## src/rtl/pipe_stage_reg_pkg.sv

```systemverilog
// pipe_stage_reg_pkg: shared cpu datapath widths and writeback payload sizing.
package pipe_stage_reg_pkg;
    localparam int XLEN = 32;
    localparam int REG_ADDR_W = 5;
    localparam int WB_PAYLOAD_W = 2*XLEN + XLEN + 1 + REG_ADDR_W;
    function automatic int wb_payload_w(int xlen, int reg_addr_w);
        return 2*xlen + xlen + 1 + reg_addr_w;
    endfunction
endpackage

```

## src/rtl/pipe_skid_buf.sv

```systemverilog
// pipe_skid_buf: generic two-entry valid/ready skid buffer with registered in_ready.
module pipe_skid_buf #(
    parameter int W = 8
) (
    input  logic         clk,
    input  logic         rst,
    input  logic         flush,
    input  logic         in_valid,
    output logic         in_ready,
    input  logic [W-1:0] in_data,
    output logic         out_valid,
    input  logic         out_ready,
    output logic [W-1:0] out_data
);
    logic         s_valid;
    logic [W-1:0] s_data;
    logic         in_xfer;
    logic         m_open;
    assign in_ready = ~s_valid;
    assign in_xfer  = in_valid & ~s_valid;
    assign m_open   = ~out_valid | out_ready;
    // Main slot refills from skid first, so order stays FIFO.
    always_ff @(posedge clk or posedge rst)
        if (rst) begin
            out_valid <= 1'b0;
            s_valid   <= 1'b0;
            out_data  <= '0;
            s_data    <= '0;
        end else if (flush) begin
            out_valid <= 1'b0;
            s_valid   <= 1'b0;
        end else if (m_open) begin
            out_valid <= s_valid | in_xfer;
            s_valid   <= 1'b0;
            if (s_valid) out_data <= s_data;
            else if (in_xfer) out_data <= in_data;
        end else if (in_xfer) begin
            s_valid <= 1'b1;
            s_data  <= in_data;
        end
endmodule

```

## src/rtl/pipe_stage_reg.sv

```systemverilog
// pipe_stage_reg: handshaked writeback-payload pipeline register with flush,
// optional skid buffer and saturating stall counter.
module pipe_stage_reg #(
    parameter int XLEN        = pipe_stage_reg_pkg::XLEN,
    parameter int REG_ADDR_W  = pipe_stage_reg_pkg::REG_ADDR_W,
    parameter bit SKID_EN     = 1'b1,
    parameter int STALL_CNT_W = 16
) (
    input  logic                   clk,
    input  logic                   rst,
    input  logic                   flush,
    input  logic                   in_valid,
    output logic                   in_ready,
    input  logic [XLEN-1:0]        in_wdata,
    input  logic                   in_rd_en,
    input  logic [REG_ADDR_W-1:0]  in_rd_addr,
    input  logic [XLEN-1:0]        in_pc,
    input  logic [XLEN-1:0]        in_inst,
    output logic                   out_valid,
    input  logic                   out_ready,
    output logic [XLEN-1:0]        out_wdata,
    output logic                   out_rd_en,
    output logic [REG_ADDR_W-1:0]  out_rd_addr,
    output logic [XLEN-1:0]        out_pc,
    output logic [XLEN-1:0]        out_inst,
    output logic [STALL_CNT_W-1:0] stall_cnt
);
    import pipe_stage_reg_pkg::*;
    localparam int PW = wb_payload_w(XLEN, REG_ADDR_W);
    logic [PW-1:0] in_data;
    logic [PW-1:0] out_data;
    logic          m_rd_en;
    assign in_data = {in_wdata, in_rd_en, in_rd_addr, in_pc, in_inst};
    assign {out_wdata, m_rd_en, out_rd_addr, out_pc, out_inst} = out_data;
    // A bubble must never write the register file.
    assign out_rd_en = m_rd_en & out_valid;
    generate
        if (SKID_EN) begin : g_skid
            pipe_skid_buf #(.W(PW)) u_skid (
                .clk      (clk),
                .rst      (rst),
                .flush    (flush),
                .in_valid (in_valid),
                .in_ready (in_ready),
                .in_data  (in_data),
                .out_valid(out_valid),
                .out_ready(out_ready),
                .out_data (out_data)
            );
        end else begin : g_reg
            logic          m_valid;
            logic [PW-1:0] m_data;
            assign in_ready  = ~m_valid | out_ready;
            assign out_valid = m_valid;
            assign out_data  = m_data;
            always_ff @(posedge clk or posedge rst)
                if (rst) begin
                    m_valid <= 1'b0;
                    m_data  <= '0;
                end else if (flush) begin
                    m_valid <= 1'b0;
                end else if (in_valid & in_ready) begin
                    m_valid <= 1'b1;
                    m_data  <= in_data;
                end else if (out_ready) begin
                    m_valid <= 1'b0;
                end
        end
    endgenerate
    always_ff @(posedge clk or posedge rst)
        if (rst) stall_cnt <= '0;
        else if (out_valid & ~out_ready & ~&stall_cnt) stall_cnt <= stall_cnt + STALL_CNT_W'(1);
endmodule

```

## config.mk

```make
export PLATFORM = sky130hd
export DESIGN_NAME = pipe_stage_reg
export DESIGN_NICKNAME = d
export VERILOG_FILES = /design/src/rtl/pipe_stage_reg_pkg.sv /design/src/rtl/pipe_skid_buf.sv /design/src/rtl/pipe_stage_reg.sv
export SDC_FILE = /design/constraint.sdc
export NUM_CORES = 1
export LEC_CHECK = 0
export CAP_MARGIN = 20
export CORE_MARGIN = 8
export CORE_UTILIZATION = 45
export CTS_CLUSTER_DIAMETER = 120
export DETAILED_ROUTE_END_ITERATION = 8
export PLACE_DENSITY = 0.73
export REMOVE_ABC_BUFFERS = 1
export SLEW_MARGIN = 20
export SYNTH_ARGS = -nofsm -noshare
export SYNTH_HDL_FRONTEND = slang
export SYNTH_SLANG_ARGS = --single-unit
export TNS_END_PERCENT = 1
```

## constraint.sdc

```tcl
create_clock -name clk -period 19.5 [get_ports clk]
set_input_delay 2.925 -clock clk [delete_from_list [all_inputs] [get_ports clk]]
set_output_delay 2.925 -clock clk [all_outputs]
set_load 0.05 [all_outputs]
```

==> impl_metrics.env, run 1 <==
export IMPL_ctsHtreeMaxLevel=1
export IMPL_yosys_area_top_type="dfrtp_1"
export IMPL_gp_congestion=0.7672
export IMPL_row_count=54
export IMPL_power_leakage_nw=5.119
export IMPL_setup_viol=0
export IMPL_hp_class="reg2reg"
export IMPL_ys_seq_area_frac=0.5505
export IMPL_ys_warn_count=0
export IMPL_first_pass_iters=4
export IMPL_slowest_delay_ns=0.97
export IMPL_ir_drop_uv=143.4
export IMPL_swShare=0.3177
export IMPL_crit_family="flip-flops"
export IMPL_netlist_area_um2=10090
export IMPL_wl_per_cell_um=17.30
export IMPL_worstSetupEndpointType="output pin"
export IMPL_utilization=0.5782
export IMPL_layout_drive_gt1_share=0.1412
export IMPL_dp_cells=1212
export IMPL_drtAntennaViolNets=0
export IMPL_worstPathCellList="inv_1 > clkdlybuf4s50_1"
export IMPL_grt_pass1_vias=6538
export IMPL_core_area_um2=21890
export IMPL_synth_area_per_cell_um2=11.90
export IMPL_finalNonFillerCells=1258
export IMPL_track_usage=0.1533
export IMPL_final_common_cell="clkdlybuf4s50_1"
export IMPL_drcViolationCount=0
export IMPL_max_cap_viol_count=0
export IMPL_antenna_found_initial=3
export IMPL_timing_hold_ws_ns=0.4898
export IMPL_power_switching_mw=0.4635
export IMPL_clockRootBuffer="clkbuf_16"
export IMPL_arrival_ns=2.30
export IMPL_post_dp_cell_area_um2=11800
export IMPL_max_slew_margin=0.2855
export IMPL_pwr_share_seq=0.418
export IMPL_setup_ws_ns=14.28
export IMPL_area_growth_pct=25.43
export IMPL_ctsHoldBuffers=0
export IMPL_viasPerCell=5.046
export IMPL_critical_path_required_ns=16.57
export IMPL_period_needed_ns=5.224
export IMPL_grt_overflow=0
export IMPL_wl_mm=21.76
export IMPL_outcome="completed"
export IMPL_ioPinCount=227
export IMPL_grt_max_degree=148
export IMPL_synthTopCellsByArea="dfrtp_1, mux2i_1, mux2_2"
export IMPL_die_y_um=165.7
export IMPL_path_buf_inv=2
export IMPL_critPathKind="reg2out"
export IMPL_ys_ff_latch=222
export IMPL_clock_latency_ns=0.51
export IMPL_path_clk_slew_ns=0.07
export IMPL_max_freq_ghz=0.1914
export IMPL_mostFrequentLayoutCells="clkdlybuf4s50_1, dfrtp_1, a21oi_1, nor2_1, mux2i_1"
export IMPL_portBuffers=226
export IMPL_fp_dieArea_um2=27470
export IMPL_clock_sinks=222
export IMPL_total_power_mw=1.459
export IMPL_post_place_ws_ns=13.86
export IMPL_grt_pass1_wl_mm=35.43
export IMPL_post_dp_hpwl_mm=14.40
export IMPL_die_x_um=165.7
export IMPL_start_util=0.4610
export IMPL_cts_buffer_depth=3
export IMPL_ys_types=39
export IMPL_vias=6348
export IMPL_critical_path_max_fanout=46
export IMPL_postCtsSetupBuffers=0
export IMPL_hold_viol=0
export IMPL_synth_top_area_frac=0.5505
export IMPL_drt_iter0_drc=359
export IMPL_critPathSlowestCell="dfrtp_4"
export IMPL_power_frac_clock=0.321
export IMPL_cts_tree="yes"
export IMPL_intPower_mw=0.9953
export IMPL_crit_path_start_kind="register"
export IMPL_synthCells=848
export IMPL_fin_area_um2=12660
export IMPL_rsz0062_at_grt="no"
export IMPL_cts_buffers=24
export IMPL_cts_resized=0
export IMPL_worstMarginPinSlew_ns=1.072
export IMPL_tns_ns=0
export IMPL_p_per_area_nw_per_um2=115.3
export IMPL_drv_slew=0
export IMPL_nNetsFinal=1067
export IMPL_p_comb_frac=0.261
export IMPL_finClkSkew_ns=0.01983
export IMPL_period_share=0.2679
-- layer usage --
| metal | wire, um | vias to the layer above | global-route usage |
|---|---|---|---|
| met2 | 10110 | 167 | 0.2484 |
| met5 | 24 | - | 0 |
| met4 | 394 | 4 | 0.03487 |
| met3 | 1640 | 29 | 0.05206 |
| met1 | 9599 | 3098 | 0.1948 |
| li1 | - | 3050 | - |
-- area by class of cell --
cell class	instances	area (um^2)
Fill cell	1844	9234
Sequential cell	222	5559
Multi-Input combinational cell	474	3562
Timing Repair Buffer	232	2327
Clock buffer	38	744.5
Tap cell	280	350.3
Clock inverter	6	80.08
Inverter	5	31.28
Antenna cell	1	2.502
-- flip-flops by register name (all words and copies together), names as in the netlist --
register / flops
g_skid.u_skid.out_data: 102
g_skid.u_skid.out_valid: 1
g_skid.u_skid.s_data: 102
g_skid.u_skid.s_valid: 1
stall_cnt: 16
-- worst paths after layout --
check	start	end	slack (ns)	depth (start not counted)
setup / recovery	g_skid.u_skid.s_valid	in_ready	14.28	2
hold / removal	g_skid.u_skid.s_data[53]	g_skid.u_skid.s_data[53]	0.49	1
setup reg to reg	g_skid.u_skid.s_valid	g_skid.u_skid.out_data[51]	16.34	5
hold reg to reg	g_skid.u_skid.s_data[53]	g_skid.u_skid.s_data[53]	0.49	1
max in group asynchronous	rst	g_skid.u_skid.s_data[37]	15.30	4
min in group asynchronous	rst	g_skid.u_skid.out_data[1]	2.94	2
-- logic make-up after synthesis --
logic type	Yosys count	share of synthesized area
xor+xnor	7	0.006076
mux	210	0.2216
simple gates	140	0.06138
flops	222	0.5505
buf+inv	152	0.09832
compound gates	116	0.06088
fa+ha+maj	1	0.001240
-- cell usage after synthesis (all sizes together) --
cell and count:
and2 1, nor3 5, and2b 1, or2 1
nor4 3, and3 2, nand4 2, inv 5
xnor2 3, nor3b 1, dfrtp 222, a21oi 108
nor2 106, ha 1, clkbuf 18, nand3 6
nand2b 3, and4b 1, or4 1, buf 129
mux2 107, o21a 1, o21ai 4, mux2i 103
xor2 4, o21bai 1, a211oi 1, or3 1
nor4b 1, a2111oi 1, nand2 5
-- power by group through the flow --
stage / Clock (mW) / Sequential, mW / Combinational (mW)
2_1_floorplan: 0 / 0.749 / 0.113
3_5_place_dp: 0 / 0.618 / 0.384
3_3_place_gp: 0 / 0.614 / 0.377
5_1_grt: 0.497 / 0.622 / 0.405
4_1_cts: 0.480 / 0.611 / 0.385
6_report: 0.468 / 0.610 / 0.381
No activity file was read; power rests on OpenSTA's default activity.
==> run 2: changes to the inputs <==
clock period = 5.15 ns   (was 19.5 ns; I/O delays follow)
==> impl_metrics.env, run 2 (synthesis gave the netlist of run 1 again) <==
export IMPL_outcome="completed"
export IMPL_tns_ns=0
export IMPL_ctsHoldBuffers=0
export IMPL_worstPathCellList="inv_1 > clkdlybuf4s50_1"
export IMPL_hp_class="reg2reg"
export IMPL_fp_dieArea_um2=27470
export IMPL_slowest_delay_ns=1.06
export IMPL_mostFrequentLayoutCells="clkdlybuf4s50_1, dfrtp_1, a21oi_1, nor2_1, mux2i_1"
export IMPL_power_leakage_nw=5.125
export IMPL_hold_viol=0
export IMPL_grt_overflow=0
export IMPL_first_pass_iters=4
export IMPL_drcViolationCount=0
export IMPL_clock_latency_ns=0.51
export IMPL_crit_family="flip-flops"
export IMPL_area_growth_pct=25.60
export IMPL_top_regs="g_skid.u_skid.out_data x102, g_skid.u_skid.s_data x102, stall_cnt x16"
export IMPL_portBuffers=226
export IMPL_max_cap_viol_count=0
export IMPL_grt_max_degree=144
export IMPL_core_area_um2=21890
export IMPL_drtAntennaViolNets=0
export IMPL_nNetsFinal=1068
export IMPL_arrival_ns=2.40
export IMPL_max_freq_ghz=0.3147
export IMPL_grt_pass1_wl_mm=36.40
export IMPL_crit_path_start_kind="register"
export IMPL_period_share=0.6170
export IMPL_post_dp_cell_area_um2=11860
export IMPL_clock_sinks=222
export IMPL_final_common_cell="clkdlybuf4s50_1"
export IMPL_postCtsSetupBuffers=0
export IMPL_antenna_cells=0
export IMPL_ir_drop_uv=279.9
export IMPL_period_needed_ns=3.177
export IMPL_critical_path_max_fanout=54
export IMPL_drv_slew=0
export IMPL_worstSetupEndpointType="output pin"
export IMPL_finClkSkew_ns=0.02062
export IMPL_cts_tree="yes"
export IMPL_die_y_um=165.7
export IMPL_clockRootBuffer="clkbuf_16"
export IMPL_p_per_area_nw_per_um2=432.4
export IMPL_path_buf_inv=2
export IMPL_critical_path_required_ns=4.38
export IMPL_cts_buffer_depth=3
export IMPL_max_slew_margin=0.3592
export IMPL_grt_pass1_vias=6790
export IMPL_track_usage=0.1571
export IMPL_antenna_found_initial=2
export IMPL_multi_input_area_um2=3562
export IMPL_worstMarginPinSlew_ns=0.9611
export IMPL_final_seq_area_um2=5559
export IMPL_start_util=0.4610
export IMPL_viasPerCell=5.083
export IMPL_cts_resized=0
export IMPL_cts_buffers=25
export IMPL_ctsHtreeMaxLevel=1
export IMPL_die_x_um=165.7
export IMPL_fin_area_um2=12670
export IMPL_critPathSlowestCell="dfrtp_4"
export IMPL_critPathKind="reg2out"
export IMPL_setup_viol=0
export IMPL_gp_congestion=0.7814
export IMPL_vias=6394
export IMPL_fillers=1853
export IMPL_row_count=54
export IMPL_post_dp_hpwl_mm=14.64
export IMPL_ioPinCount=227
export IMPL_wl_per_cell_um=17.49
export IMPL_drt_iter0_drc=303
export IMPL_wl_mm=22.00
export IMPL_path_clk_slew_ns=0.06
export IMPL_layout_drive_gt1_share=0.1483
export IMPL_rsz0062_at_grt="no"
==> run 2: cell types whose count changed in the layout (fill, tap and decap cells not counted) <==
cell,before,now
buf_12,0,4
buf_16,1,0
buf_4,5,2
bufinv_16,2,1
clkbuf_1,6,0
clkbuf_8,7,6
clkinv_2,4,9
clkinv_4,0,1
clkinvlp_4,0,3
diode_2,1,0
==> run 2: report_power, final <==
part / leakage [nW] / switching (mW) / total (mW) / internal (mW)
clock: 0.405 / 0.701 / 1.72 / 1.02
sequential: 2.60 / 0.206 / 2.31 / 2.10
combinational: 2.12 / 0.868 / 1.45 / 0.579
total: 5.12 / 1.77 / 5.48 / 3.71
==> run 2: final timing paths <==
path / endpoint / depth (start not counted) / start / slack (ns)
min in group asynchronous: g_skid.u_skid.out_data[94] / 2 / rst / 0.79
max: in_ready / 2 / g_skid.u_skid.s_valid / 1.97
max in group asynchronous: g_skid.u_skid.s_data[48] / 3 / rst / 3.48
max reg2reg: g_skid.u_skid.out_data[91] / 5 / g_skid.u_skid.s_valid / 2.19
min reg2reg: g_skid.u_skid.s_data[53] / 1 / g_skid.u_skid.s_data[53] / 0.49
min: g_skid.u_skid.s_data[53] / 1 / g_skid.u_skid.s_data[53] / 0.49
==> run 2: metrics by stage <==
stage | setup WS (ns) | hold WS, ns | std cells | power, mW | util
final | 1.973 | 0.4871 | 1258 | 5.481 | 0.5790
after detailed placement | 1.979 | 0.4811 | 1213 | 3.803 | 0.5416
after global routing | 1.806 | 0.5136 | 1258 | 5.747 | 0.5790
after floorplan | -4.754 | 0.4644 | 701 | 3.266 | -
after global placement | 2.021 | 0.4728 | 1213 | 3.763 | 0.5416
after CTS | 1.916 | 0.4940 | 1258 | 5.550 | 0.5788
==> run 2: cell type report <==
class,instances,share of cell area
Inverter,5,0.002468
Tap cell,280,0.02764
Clock inverter,14,0.008391
Sequential cell,222,0.4386
Multi-Input combinational cell,474,0.2810
Clock buffer,31,0.05587
Timing Repair Buffer,232,0.1860
==> run 2: routing by layer <==
metal | track usage | part of all wire | routed length, um | vias to the layer above
met2 | 0.2580 | 0.47 | 10280 | 166
met5 | 0 | 0.0011 | 24 | -
met3 | 0.05513 | 0.075 | 1652 | 31
li1 | - | - | - | 3059
met4 | 0.03174 | 0.016 | 345 | 4
met1 | 0.1973 | 0.44 | 9698 | 3134
==> run 2: worst reg2reg max path: stages (launching register included) <==
cell	delay (ns)
dfrtp_4	1.06
nor2_1	0.24
nor3_4	0.77
buf_12	0.47
nor2_1	0.17
a21oi_1	0.15
==> run 3: changes to the inputs <==
clock period = 3 ns   (was 5.15 ns; I/O delays follow)
==> impl_metrics.env, run 3 (synthesis gave the netlist of run 1 again) <==
export IMPL_die_y_um=165.7
export IMPL_core_area_um2=21890
export IMPL_ctsHtreeMaxLevel=1
export IMPL_setup_viol=0
export IMPL_drt_iter0_drc=351
export IMPL_area_growth_pct=26.86
export IMPL_fin_area_um2=12800
export IMPL_post_dp_cell_area_um2=11950
export IMPL_portBuffers=226
export IMPL_clock_sinks=222
export IMPL_drcViolationCount=0
export IMPL_max_cap_viol_count=0
export IMPL_power_switching_mw=3.029
export IMPL_r2r_end="g_skid.u_skid.out_data[27]"
export IMPL_total_power_mw=9.586
export IMPL_worstSetupEndpointType="output pin"
export IMPL_antenna_found_initial=1
export IMPL_post_dp_hpwl_mm=14.77
export IMPL_r2r_start="g_skid.u_skid.s_valid"
export IMPL_slowest_delay_ns=0.82
export IMPL_ctsHoldBuffers=0
export IMPL_max_slew_margin=0.2789
export IMPL_dp_cells=1220
export IMPL_grt_max_degree=77
export IMPL_period_needed_ns=2.428
export IMPL_p_per_area_nw_per_um2=748.9
export IMPL_cts_buffers=24
export IMPL_first_pass_iters=5
export IMPL_track_usage=0.1535
export IMPL_postCtsSetupBuffers=0
export IMPL_vias=6407
export IMPL_ir_drop_uv=524.2
export IMPL_critPathSlowestCell="clkdlybuf4s50_1"
export IMPL_clock_latency_ns=0.51
export IMPL_ioPinCount=227
export IMPL_power_leakage_nw=5.176
export IMPL_timing_hold_ws_ns=0.4075
export IMPL_arrival_ns=1.98
export IMPL_cts_resized=0
export IMPL_wl_per_cell_um=17.27
export IMPL_cts_buffer_depth=3
export IMPL_worstMarginPinSlew_ns=1.082
export IMPL_critPathKind="reg2out"
export IMPL_intPower_mw=6.557
export IMPL_viasPerCell=5.069
export IMPL_row_count=54
export IMPL_fp_dieArea_um2=27470
export IMPL_p_comb_frac=0.260
export IMPL_path_buf_inv=2
export IMPL_power_frac_clock=0.326
export IMPL_regToRegSetupSlack_ns=1.04
export IMPL_finClkSkew_ns=0.01097
export IMPL_clockRootBuffer="clkbuf_16"
export IMPL_final_common_cell="clkdlybuf4s50_1"
export IMPL_pwr_share_seq=0.413
export IMPL_rsz0062_at_grt="no"
export IMPL_wl_mm=21.83
export IMPL_swShare=0.3160
export IMPL_max_freq_ghz=0.4118
export IMPL_period_share=0.8094
export IMPL_path_clk_slew_ns=0.06
export IMPL_mostFrequentLayoutCells="clkdlybuf4s50_1, dfrtp_1, a21oi_1, nor2_1, mux2i_1"
export IMPL_grt_pass1_vias=6590
export IMPL_crit_path_start_kind="register"
export IMPL_grt_pass1_wl_mm=35.71
export IMPL_grt_overflow=0
export IMPL_critical_path_max_fanout=11
export IMPL_gp_congestion=0.7800
export IMPL_finalNonFillerCells=1264
export IMPL_layout_drive_gt1_share=0.1485
export IMPL_outcome="completed"
export IMPL_hold_viol=0
export IMPL_nNetsFinal=1074
export IMPL_tns_ns=0
export IMPL_critical_path_required_ns=2.55
export IMPL_cts_tree="yes"
export IMPL_r2r_cells=3
export IMPL_die_x_um=165.7
export IMPL_hp_class="in2async"
export IMPL_crit_family="buffers and inverters"
export IMPL_top_regs="g_skid.u_skid.out_data x102, g_skid.u_skid.s_data x102, stall_cnt x16"
export IMPL_drtAntennaViolNets=0
export IMPL_worstPathCellList="inv_1 > clkdlybuf4s50_1"
export IMPL_drv_slew=0
export IMPL_start_util=0.4610
run 3: power by group through the flow:
stage | clock, mW | combinational, mW | sequential [mW]
after floorplan | 0 | 0.737 | 4.87
after global placement | 0 | 2.47 | 3.99
after detailed placement | 0 | 2.52 | 4.01
after CTS | 3.22 | 2.53 | 3.96
after global routing | 3.34 | 2.66 | 4.04
final | 3.13 | 2.50 | 3.96
run 3: layer usage:
layer  vias up  global-route usage  wire length [um]
li1       3048                   -                 -
met3        27             0.04756              1547
met2       166              0.2440             10330
met5         -                   0                 0
met4         0             0.03409               320
met1      3166              0.2021              9626
run 3: area by class of cell:
class / count / area [um^2]
Clock inverter: 10 / 168.9
Fill cell: 1815 / 9090
Inverter: 5 / 26.28
Tap cell: 280 / 350.3
Timing Repair Buffer: 239 / 2447
Antenna cell: 1 / 2.502
Sequential cell: 222 / 5559
Clock buffer: 33 / 684.4
Multi-Input combinational cell: 474 / 3562
run 3: worst max-delay path by stage:
stage,depth (start not counted),endpoint,from
final,2,in_ready,g_skid.u_skid.s_valid
after global routing,2,in_ready,g_skid.u_skid.s_valid
after CTS,2,in_ready,g_skid.u_skid.s_valid
after detailed placement,5,g_skid.u_skid.s_data[50],out_ready
after global placement,5,g_skid.u_skid.s_data[57],out_ready
after floorplan,3,g_skid.u_skid.out_data[0],g_skid.u_skid.s_valid
run 3: worst reg2reg max path: cells and delay by family (launching register included):
kind | cells | cell delay [ns]
compound gates | 1 | 0.10
flops | 1 | 0.53
mux | 1 | 0.39
buf+inv | 1 | 0.82
run 3: through the flow:
stage          setup slack, ns    util
6_report                0.5719  0.5848
3_5_place_dp            0.5586  0.5457
2_1_floorplan           -6.904       -
4_1_cts                 0.5299  0.5846
5_1_grt                 0.5188  0.5848
3_3_place_gp            0.5974  0.5457
